$ cat config.mk
export PLATFORM = sky130hd
export DESIGN_NAME = arb_4req_ctrl
export DESIGN_NICKNAME = d
export VERILOG_FILES = /design/src/rtl/arb_pkg.sv /design/src/rtl/arb_prio_enc.sv /design/src/rtl/arb_4req_ctrl.sv
export SDC_FILE = /design/constraint.sdc
export NUM_CORES = 1
export LEC_CHECK = 0
export ABC_AREA = 1
export ABC_CLOCK_PERIOD_IN_PS = 1700
export CORE_ASPECT_RATIO = 0.75
export CORE_MARGIN = 10
export CORE_UTILIZATION = 45
export DETAILED_ROUTE_END_ITERATION = 7
export DONT_BUFFER_PORTS = 1
export GPL_ROUTABILITY_DRIVEN = 0
export PLACE_DENSITY = 0.58
export REMOVE_ABC_BUFFERS = 1
export SYNTH_ARGS = -nofsm -noshare
export SYNTH_HDL_FRONTEND = slang
export SYNTH_SLANG_ARGS = --single-unit
$ cat constraint.sdc
create_clock -name clk -period 1.7 [get_ports clk]
set_clock_uncertainty 0.15 [all_clocks]
set_input_delay 0.34 -clock clk [delete_from_list [all_inputs] [get_ports clk]]
set_output_delay 0.34 -clock clk [all_outputs]
set_load 0.1 [all_outputs]
$ cat src/rtl/arb_pkg.sv
// Shared types and helpers for the 4-requester arbiter controller.
package arb_pkg;

    localparam int unsigned NUM_REQ = 4;

    // Binary requester index
    typedef logic [1:0] arb_idx_t;

    // Controller FSM states
    typedef enum logic [0:0] {
        IDLE  = 1'b0,
        GRANT = 1'b1
    } arb_state_e;

    // Rotate a request vector so that bit j holds vec[(j + base) mod 4].
    // With base = last granted index, bit 3 then holds (base-1), bit 0 holds base,
    // so a fixed "bit 3 wins" encoder yields the descending round-robin order.
    function automatic logic [NUM_REQ-1:0] rotate_req(input logic [NUM_REQ-1:0] vec,
                                                      input arb_idx_t base);
        logic [NUM_REQ-1:0] rot;
        rot = '0;
        for (int j = 0; j < NUM_REQ; j++) begin
            arb_idx_t src;
            src = arb_idx_t'(j) + base;
            rot[j] = vec[src];
        end
        return rot;
    endfunction

    // Binary index to one-hot grant vector
    function automatic logic [NUM_REQ-1:0] idx_to_onehot(input arb_idx_t idx);
        logic [NUM_REQ-1:0] oh;
        oh = '0;
        oh[idx] = 1'b1;
        return oh;
    endfunction

endpackage

$ cat src/rtl/arb_prio_enc.sv
// Combinational 4-to-2 priority encoder, bit 3 highest, with an all-zero flag.
module arb_prio_enc
    import arb_pkg::*;
(
    input  logic [NUM_REQ-1:0] req_vec,
    output logic [1:0]         idx,
    output logic               zero
);

    // Highest set bit wins; idx is 0 when nothing is set
    always_comb begin
        idx  = 2'd0;
        zero = 1'b0;
        if (req_vec[3]) begin
            idx = 2'd3;
        end else if (req_vec[2]) begin
            idx = 2'd2;
        end else if (req_vec[1]) begin
            idx = 2'd1;
        end else if (req_vec[0]) begin
            idx = 2'd0;
        end else begin
            zero = 1'b1;
        end
    end

endmodule

$ cat src/rtl/arb_4req_ctrl.sv
// Four-requester arbiter controller with bounded grant length and timeout masking.
// Fixed priority (req[3] highest) by default; define ARB_ROUND_ROBIN_EN to rotate
// the search order after every new grant.
module arb_4req_ctrl
    import arb_pkg::*;
#(
    parameter int unsigned MAX_HOLD = 16  // legal range 2..256
) (
    input  logic               clk,
    input  logic               rst,
    input  logic [NUM_REQ-1:0] req,
    output logic [NUM_REQ-1:0] gnt,
    output logic [1:0]         gnt_id,
    output logic               gnt_vld,
    output logic               tmo,
    output logic               idle
);

    localparam int unsigned CNT_W = $clog2(MAX_HOLD);
    localparam logic [CNT_W-1:0] HOLD_LAST = CNT_W'(MAX_HOLD - 1);

    arb_state_e         state_q, state_d;
    logic [NUM_REQ-1:0] gnt_q, gnt_d;
    arb_idx_t           gnt_id_q, gnt_id_d;
    logic               gnt_vld_q, gnt_vld_d;
    logic               tmo_q, tmo_d;
    logic [CNT_W-1:0]   hold_cnt_q, hold_cnt_d;
    logic [NUM_REQ-1:0] mask_q, mask_d;

    logic [NUM_REQ-1:0] elig;
    logic [NUM_REQ-1:0] elig_rot;
    arb_idx_t           rot_base;
    arb_idx_t           enc_idx;
    logic               enc_zero;
    arb_idx_t           win_idx;
    logic               grant_new;

    assign elig = req & ~mask_q;

`ifdef ARB_ROUND_ROBIN_EN
    arb_idx_t ptr_q, ptr_d;

    assign rot_base = ptr_q;
    assign ptr_d    = grant_new ? win_idx : ptr_q;

    // Round-robin pointer remembers the last newly granted index
    always_ff @(posedge clk or posedge rst) begin
        if (rst) begin
            ptr_q <= 2'd0;
        end else begin
            ptr_q <= ptr_d;
        end
    end
`else
    assign rot_base = 2'd0;
`endif

    assign elig_rot = rotate_req(elig, rot_base);

    arb_prio_enc u_prio_enc (
        .req_vec (elig_rot),
        .idx     (enc_idx),
        .zero    (enc_zero)
    );

    // Undo the rotation to recover the true requester index
    assign win_idx   = enc_idx + rot_base;
    assign grant_new = (state_q == IDLE) && !enc_zero;

    // Next-state: arbitration in IDLE, hold/release/timeout in GRANT
    always_comb begin
        state_d    = state_q;
        gnt_d      = gnt_q;
        gnt_id_d   = gnt_id_q;
        gnt_vld_d  = gnt_vld_q;
        tmo_d      = 1'b0;
        hold_cnt_d = hold_cnt_q;
        // A mask bit survives only while its request stays high
        mask_d     = mask_q & req;

        unique case (state_q)
            IDLE: begin
                if (grant_new) begin
                    state_d    = GRANT;
                    gnt_d      = idx_to_onehot(win_idx);
                    gnt_id_d   = win_idx;
                    gnt_vld_d  = 1'b1;
                    hold_cnt_d = '0;
                end
            end
            GRANT: begin
                if (!req[gnt_id_q]) begin
                    // Normal release wins over a coincident timeout
                    state_d    = IDLE;
                    gnt_d      = '0;
                    gnt_vld_d  = 1'b0;
                    hold_cnt_d = '0;
                end else if (hold_cnt_q == HOLD_LAST) begin
                    state_d          = IDLE;
                    gnt_d            = '0;
                    gnt_vld_d        = 1'b0;
                    hold_cnt_d       = '0;
                    tmo_d            = 1'b1;
                    mask_d[gnt_id_q] = 1'b1;
                end else begin
                    hold_cnt_d = hold_cnt_q + CNT_W'(1);
                end
            end
            default: begin
                state_d    = IDLE;
                gnt_d      = '0;
                gnt_vld_d  = 1'b0;
                hold_cnt_d = '0;
            end
        endcase
    end

    // Controller state registers
    always_ff @(posedge clk or posedge rst) begin
        if (rst) begin
            state_q    <= IDLE;
            gnt_q      <= '0;
            gnt_id_q   <= 2'd0;
            gnt_vld_q  <= 1'b0;
            tmo_q      <= 1'b0;
            hold_cnt_q <= '0;
            mask_q     <= '0;
        end else begin
            state_q    <= state_d;
            gnt_q      <= gnt_d;
            gnt_id_q   <= gnt_id_d;
            gnt_vld_q  <= gnt_vld_d;
            tmo_q      <= tmo_d;
            hold_cnt_q <= hold_cnt_d;
            mask_q     <= mask_d;
        end
    end

    assign gnt     = gnt_q;
    assign gnt_id  = gnt_id_q;
    assign gnt_vld = gnt_vld_q;
    assign tmo     = tmo_q;
    assign idle    = (state_q == IDLE) && enc_zero;

    // Output invariants
    a_gnt_onehot : assert property (@(posedge clk) disable iff (rst) $onehot0(gnt));
    a_vld_match  : assert property (@(posedge clk) disable iff (rst) gnt_vld == (gnt != '0));
    a_tmo_no_gnt : assert property (@(posedge clk) disable iff (rst) tmo |-> !gnt_vld);

endmodule

==> out/metrics.csv, run 1 <==
metric,value,unit
status,"finished, violations left",
violations,negative setup slack,
use_met3,6.12,%
start_util,49.1,%
finalWorstSetupSlack,-0.0903,ns
synthFlopType,dfrtp_1,
clock_sinks,17,
die_w,71.0,µm
grt_max_degree,18,
diodes,0,
ys_top_cells_by_area,"dfrtp_1 48%, nand2_1 17%, nand2_4 3.8%",
die-area,4140,µm²
antenna_left,0,
fin_nets,134,
ir_drop,1070,µV
antenna_found_initial,0,
avgSynthCellArea,8.21,µm²
whs,0.0169,ns
critPathArrivalTime,1.30,ns
finalHoldViolCount,0,
synthCells,107,
slew_viol_final,0,
via_per_inst,4.93,
wl_per_cell,12.8,µm
tightest_slew,0.643,ns
yosysTopAreaCell,dfrtp_1,
yosysMostFrequentCell,nand2_1,
grtUsageMet1,11.5,%
wl,1.90,mm
fin_crit_sh,105,%
yosysTopAreaCellShare,48.4,%
ys_types,20,
core_area,1790,µm²
drt-initial-drc-count,18,
busiest_layer,met2,
rsz0062_at_grt,yes,
detailedPlace.worstSlack,0.116,ns
crit_required,1.21,ns
cts_made_buffers,3,
route.detailed.drc,0,
grt_usage,10.1,%
cts_max_level,1,
overflow,0,
critical_path_class,reg2out,
fmaxAchievable,559,MHz
clk_pin_slew,0.09,ns
grt_pass1_vias,703,
synthTopCellsByCount,"39 x nand2_1, 17 x dfrtp_1, 8 x inv_1",
max-slew-margin-rel,57.1,%
finalCriticalPeriod,1.79,ns
grtUsageMet2,13.2,%
grt_first_pass_wirelength,3.28,mm
yosysSeqAreaShare,48.4,%
leakage,0.590,nW
setup_violations,1,
synth_edf_count,0,
port_buffers,0,
area_delta_synth_final,24.4,%
num_rows,13,
cts_tree,done,
drive_above_1_share,29.4,%
die_y,58.3,µm
synth_area,878,µm²
synth_warnings,0,
ioPinCount,15,
clk_latency,0.30,ns
end_kind,output pin,
critPathMaxFanout,3,
hold_path.class,in2reg,
pwr_density_cell,1740,nW/µm²
critPathLaunchType,flip-flop,
first_pass_iters,5,
async_flop_share,100,%
clockBufferDepth,2,
drv_cap,0,
ys_ff_latch,17,
clockRootBuffer,clkbuf_4,
vias,730,
hpwlAfterDp,1.40,mm
==> layout by cell type (no fill, tap or decap), types with 3 or more instances in the layout <==
cell type / instances
nand2_4: 4
dlygate4sd3_1: 3
nand2_1: 37
dfrtp_1: 17
buf_4: 11
o21ai_1: 3
nand2_2: 6
inv_2: 5
nand3_1: 6
clkbuf_4: 3
inv_1: 8
nor2_1: 4
nand4_1: 5
==> flip-flops by register name (all words and copies together), names as in the netlist <==
name,flops
tmo,1
gnt_vld,1
mask_q,4
hold_cnt_q,4
gnt,4
state_q,1
gnt_id,2
==> metrics by stage <==
stage / instance area, µm² / instances / TNS [ns] / util [%] / total power [mW]
2_1_floorplan: 873 / 106 / -1.80 / - / 1.41
3_3_place_gp: 1000 / 138 / 0 / 55.9 / 1.68
3_5_place_dp: 1000 / 138 / 0 / 55.9 / 1.68
4_1_cts: 1070 / 147 / -0.125 / 60.1 / 1.91
5_1_grt: 1090 / 148 / -0.193 / 61.0 / 2.03
6_report: 1090 / 148 / -0.0903 / 61.0 / 1.90
==> power breakdown <==
group	total (mW)	switching, mW	internal, mW
Clock	0.216	0.125	0.0914
Combinational	1.11	0.833	0.272
Sequential	0.576	0.0834	0.493
==> area by class of cell <==
type	count	area, µm²
Fill cell	161	697
Sequential cell	17	425
Multi-Input combinational cell	74	402
Timing Repair Buffer	16	153
Inverter	15	58.8
Tap cell	22	27.5
Clock buffer	4	26.3
==> timing repair <==
item                                   CTS  global route
endpoints found under the hold margin   18             1
pin swaps                                2             2
gates resized for setup                  2             2
hold buffers                             2             1
setup buffers                            3             0
setup endpoints to repair                1             1
==> path summary, 6_finish.rpt <==
path	start	end	slack, ns	cells after the start
min in group asynchronous	rst	gnt[0]$_DFFE_PP0P_	0.41	2
min	req[1]	mask_q[1]$_DFF_PP0_	0.02	2
max in group asynchronous	rst	gnt_vld$_DFFE_PP0P_	0.57	2
min reg2reg	mask_q[3]$_DFF_PP0_	mask_q[3]$_DFF_PP0_	0.35	2
max	mask_q[2]$_DFF_PP0_	idle	-0.09	7
max reg2reg	hold_cnt_q[0]$_DFFE_PP0P_	gnt_vld$_DFFE_PP0P_	0.19	10
==> kinds of logic after synthesis <==
family	Yosys count	share of synthesized area [%]
simple gates	67	38.7
mux	1	1.14
xor+xnor	1	0.997
fa+ha+maj	1	1.42
flops	17	48.4
compound gates	4	2.28
buf+inv	16	6.98
==> per-layer routing <==
| metal | share of wire (%) | up-vias |
|---|---|---|
| met4 | 3.5 | 0 |
| met2 | 41 | 21 |
| met5 | 0 | - |
| met3 | 9.1 | 9 |
| li1 | - | 370 |
| met1 | 46 | 330 |
==> worst max-delay path, cell delays in order (launching register included) <==
cell and delay, ns:
dfrtp_1 0.36, inv_1 0.05, nand2_2 0.08, nand2_4 0.07, nor2_4 0.11, nand3_4 0.09, inv_4 0.08, buf_12 0.16
(Power assumes the default switching activity.)
==> run 2, diff against run 1 <==
--- a/config.mk
+++ b/config.mk
@@ -5,7 +5,6 @@
 export SDC_FILE = /design/constraint.sdc
 export NUM_CORES = 1
 export LEC_CHECK = 0
-export ABC_AREA = 1
 export ABC_CLOCK_PERIOD_IN_PS = 1700
 export CORE_ASPECT_RATIO = 0.75
 export CORE_MARGIN = 10
==> run 2 against run 1 <==
The flow still finishes with violations (negative setup slack). Non-clock buffer count up 2. Count of clock-buffer cells in the layout did not move. Cell count fell by 19%. Synthesized cell count down 28%. Critical path depth decreased by 2. Utilization fell by 1.1 points. Maximum frequency decreased by 0.15%. Sequential share of layout area grew 2.6 points. Largest power group unchanged.
==> out/metrics.csv, run 2 <==
metric,value,unit,change
status,"finished, violations left",,unchanged
violations,negative setup slack,,unchanged
avgSynthCellArea,10.4,µm²,was 8.21 µm²
synth_edf_count,0,,unchanged
drt-initial-drc-count,44,,was 18
start_util,47.1,%,was 49.1%
max-slew-margin-rel,57.3,%,was 57.1%
fin_crit_sh,105,%,about the same
cts_max_level,1,,unchanged
yosysMostFrequentCell,dfrtp_1,,was nand2_1
die-area,3900,µm²,was 4140 µm²
hold_path.class,in2reg,,unchanged
cts_tree,done,,unchanged
p_int,869,µW,was 856 µW
critPathLaunchType,flip-flop,,unchanged
route.detailed.drc,0,,unchanged
ys_top_cells_by_area,"dfrtp_1 53%, o21ai_0 4.4%, a21oi_1 3.7%",,"was dfrtp_1 48%, nand2_1 17%, nand2_4 3.8%"
leakage,0.483,nW,was 0.590 nW
fmaxAchievable,558,MHz,was 559 MHz
r2r_cells,3,,was 10
synthTopCellsByCount,"17 x dfrtp_1, 8 x inv_1, 7 x o21ai_0",,"was 39 x nand2_1, 17 x dfrtp_1, 8 x inv_1"
p_switching,949,µW,was 1.04 mW
ir_drop,1090,µV,was 1070 µV
critical_path_class,reg2out,,unchanged
ys_types,28,,was 20
finalCriticalPeriod,1.79,ns,about the same
holdPathStages,2,,unchanged
slew_viol_final,0,,unchanged
rsz0062_at_grt,yes,,unchanged
wl,1.84,mm,was 1.90 mm
die_w,68.8,µm,was 71.0 µm
grt_pass1_vias,693,,was 703
tightest_slew,0.641,ns,was 0.643 ns
swShare,52.2,%,was 54.9%
crit_required,1.21,ns,about the same
synth_area,805,µm²,was 878 µm²
clk_latency,0.29,ns,was 0.30 ns
clockRootBuffer,clkbuf_4,,unchanged
synth_warnings,0,,unchanged
setup_violations,1,,unchanged
num_rows,13,,unchanged
clk_pin_slew,0.10,ns,was 0.09 ns
ys_ff_latch,17,,unchanged
fin_nets,106,,was 134
end_kind,output pin,,unchanged
post-route-util,59.9,%,was 61.0%
critPathArrivalTime,1.30,ns,about the same
grt_first_pass_wirelength,3.27,mm,was 3.28 mm
port_buffers,0,,unchanged
grt_max_degree,18,,unchanged
pwr_density_cell,1780,nW/µm²,was 1740 nW/µm²
pwr-share-comb,57.2,%,was 58.2%
first_pass_iters,4,,was 5
yosysTopAreaCell,dfrtp_1,,unchanged
hpwlAfterDp,1.43,mm,was 1.40 mm
overflow,0,,unchanged
critPathMaxFanout,2,,was 3
finalHoldViolCount,0,,unchanged
vias,655,,was 730
yosysTopAreaCellShare,52.9,%,was 48.4%
core_area,1710,µm²,was 1790 µm²
diodes,0,,unchanged
power_frac_seq,31.0,%,was 30.4%
drive_above_1_share,29.6,%,was 29.4%
stdcell_count,120,,was 148
final_cell_mix,"17 x dfrtp_1, 16 x buf_4, 7 x inv_1",,"was 37 x nand2_1, 17 x dfrtp_1, 11 x buf_4"
layout_commonest_cell,dfrtp_1,,was nand2_1
wl_per_cell,15.3,µm,was 12.8 µm
drv_cap,0,,unchanged
detailedPlace.worstSlack,0.0464,ns,was 0.116 ns
yosysSeqAreaShare,52.9,%,was 48.4%
via_per_inst,5.46,,was 4.93
clock_sinks,17,,unchanged
area_delta_synth_final,27.2,%,was 24.4%
synthCells,77,,was 107
die_y,56.6,µm,was 58.3 µm
fill_cells,152,,was 161
antenna_left,0,,unchanged
grt_usage,10.5,%,was 10.1%
antenna_found_initial,0,,unchanged
async_flop_share,100,%,unchanged
clkPwrFrac,11.7,%,was 11.4%
clockBufferDepth,2,,unchanged
synthFlopType,dfrtp_1,,unchanged
finalWorstSetupSlack,-0.0930,ns,was -0.0903 ns
cts_made_buffers,3,,unchanged
dp_cells,113,,was 138
ioPinCount,15,,unchanged
==> run 2: changes by cell type after synthesis, moves of 5 or more <==
cell	delta
nand2_1	-34
o21ai_0	+7
inv_2	-6
a21oi_1	+5
nand2_2	-5
nand4_1	-5
==> run 2: final cells by class <==
class                      instances  area (µm²)  share of cell area [%]
multi-input combinational         51         364                    35.6
inverter                           8        30.0                    2.93
sequential                        17         425                    41.6
timing repair buffer              18         150                    14.7
clock buffer                       4        26.3                    2.57
tap                               22        27.5                    2.69
==> run 2: per-stage QoR <==
| stage | TNS [ns] | hold slack, ns | area (µm²) | total power, mW |
|---|---|---|---|---|
| detailed placement | 0 | 0.206 | 953 | 1.59 |
| global placement | 0 | 0.202 | 953 | 1.58 |
| global route | -0.194 | 0.0250 | 1020 | 1.93 |
| CTS | -0.0984 | 0.0185 | 995 | 1.81 |
| finish | -0.0930 | 0.0266 | 1020 | 1.82 |
| floorplan | -8.21 | 0.116 | 801 | 1.35 |
==> run 2: critical path, cell delays in order (launching register included) <==
cell and delay [ns]:
dfrtp_1 0.38, nor2b_2 0.06, nor3_2 0.20, nand2_1 0.11, inv_2 0.09, buf_12 0.17
==> run 2: what timing repair did <==
action                                 CTS  global route
resized for setup                        2             4
pin swaps                                0             6
endpoints found under the hold margin   17             0
setup endpoints to repair                1             6
setup buffers                            0             2
hold buffers                             1             0
==> run 2: power groups by stage <==
stage | Combinational [mW] | Sequential, mW | Clock [mW]
6_report | 1.04 | 0.564 | 0.213
5_1_grt | 1.11 | 0.576 | 0.239
4_1_cts | 1.02 | 0.565 | 0.219
3_5_place_dp | 1.02 | 0.569 | 0
3_3_place_gp | 1.01 | 0.564 | 0
2_1_floorplan | 0.291 | 1.06 | 0
==> run 2: routing by layer <==
metal	part of all wire [%]	track usage, %	up-vias	wire length (µm)
met5	0	0	-	0
met3	6.8	4.75	2	125
met2	46	16.7	10	846
met1	47	12.9	318	858
li1	-	-	325	-
met4	0.44	1.69	0	8
==> run 2: logic make-up (layout without fill, tap and decap cells) <==
family / count (synthesis) / count (layout) / share of synthesized area [%]
and+or+nand+nor: 21 / 21 / 15.6
adders and majority gates: 1 / 1 / 1.55
muxes: 1 / 1 / 2.80
AOI/OAI and AO/OA: 28 / 28 / 23.0
DFF: 17 / 17 / 52.9
buffers and inverters: 9 / 30 / 4.20
==> run 2: path summary, 6_finish.rpt <==
check | slack, ns | end | startpoint
max reg2reg | 0.06 | mask_q[2]$_DFF_PP0_ | gnt_id[0]$_DFFE_PP0P_
min in group asynchronous | 0.42 | mask_q[3]$_DFF_PP0_ | rst
min reg2reg | 0.36 | mask_q[1]$_DFF_PP0_ | mask_q[1]$_DFF_PP0_
max in group asynchronous | 0.57 | gnt[1]$_DFFE_PP0P_ | rst
min | 0.03 | mask_q[1]$_DFF_PP0_ | req[1]
max | -0.09 | idle | mask_q[3]$_DFF_PP0_
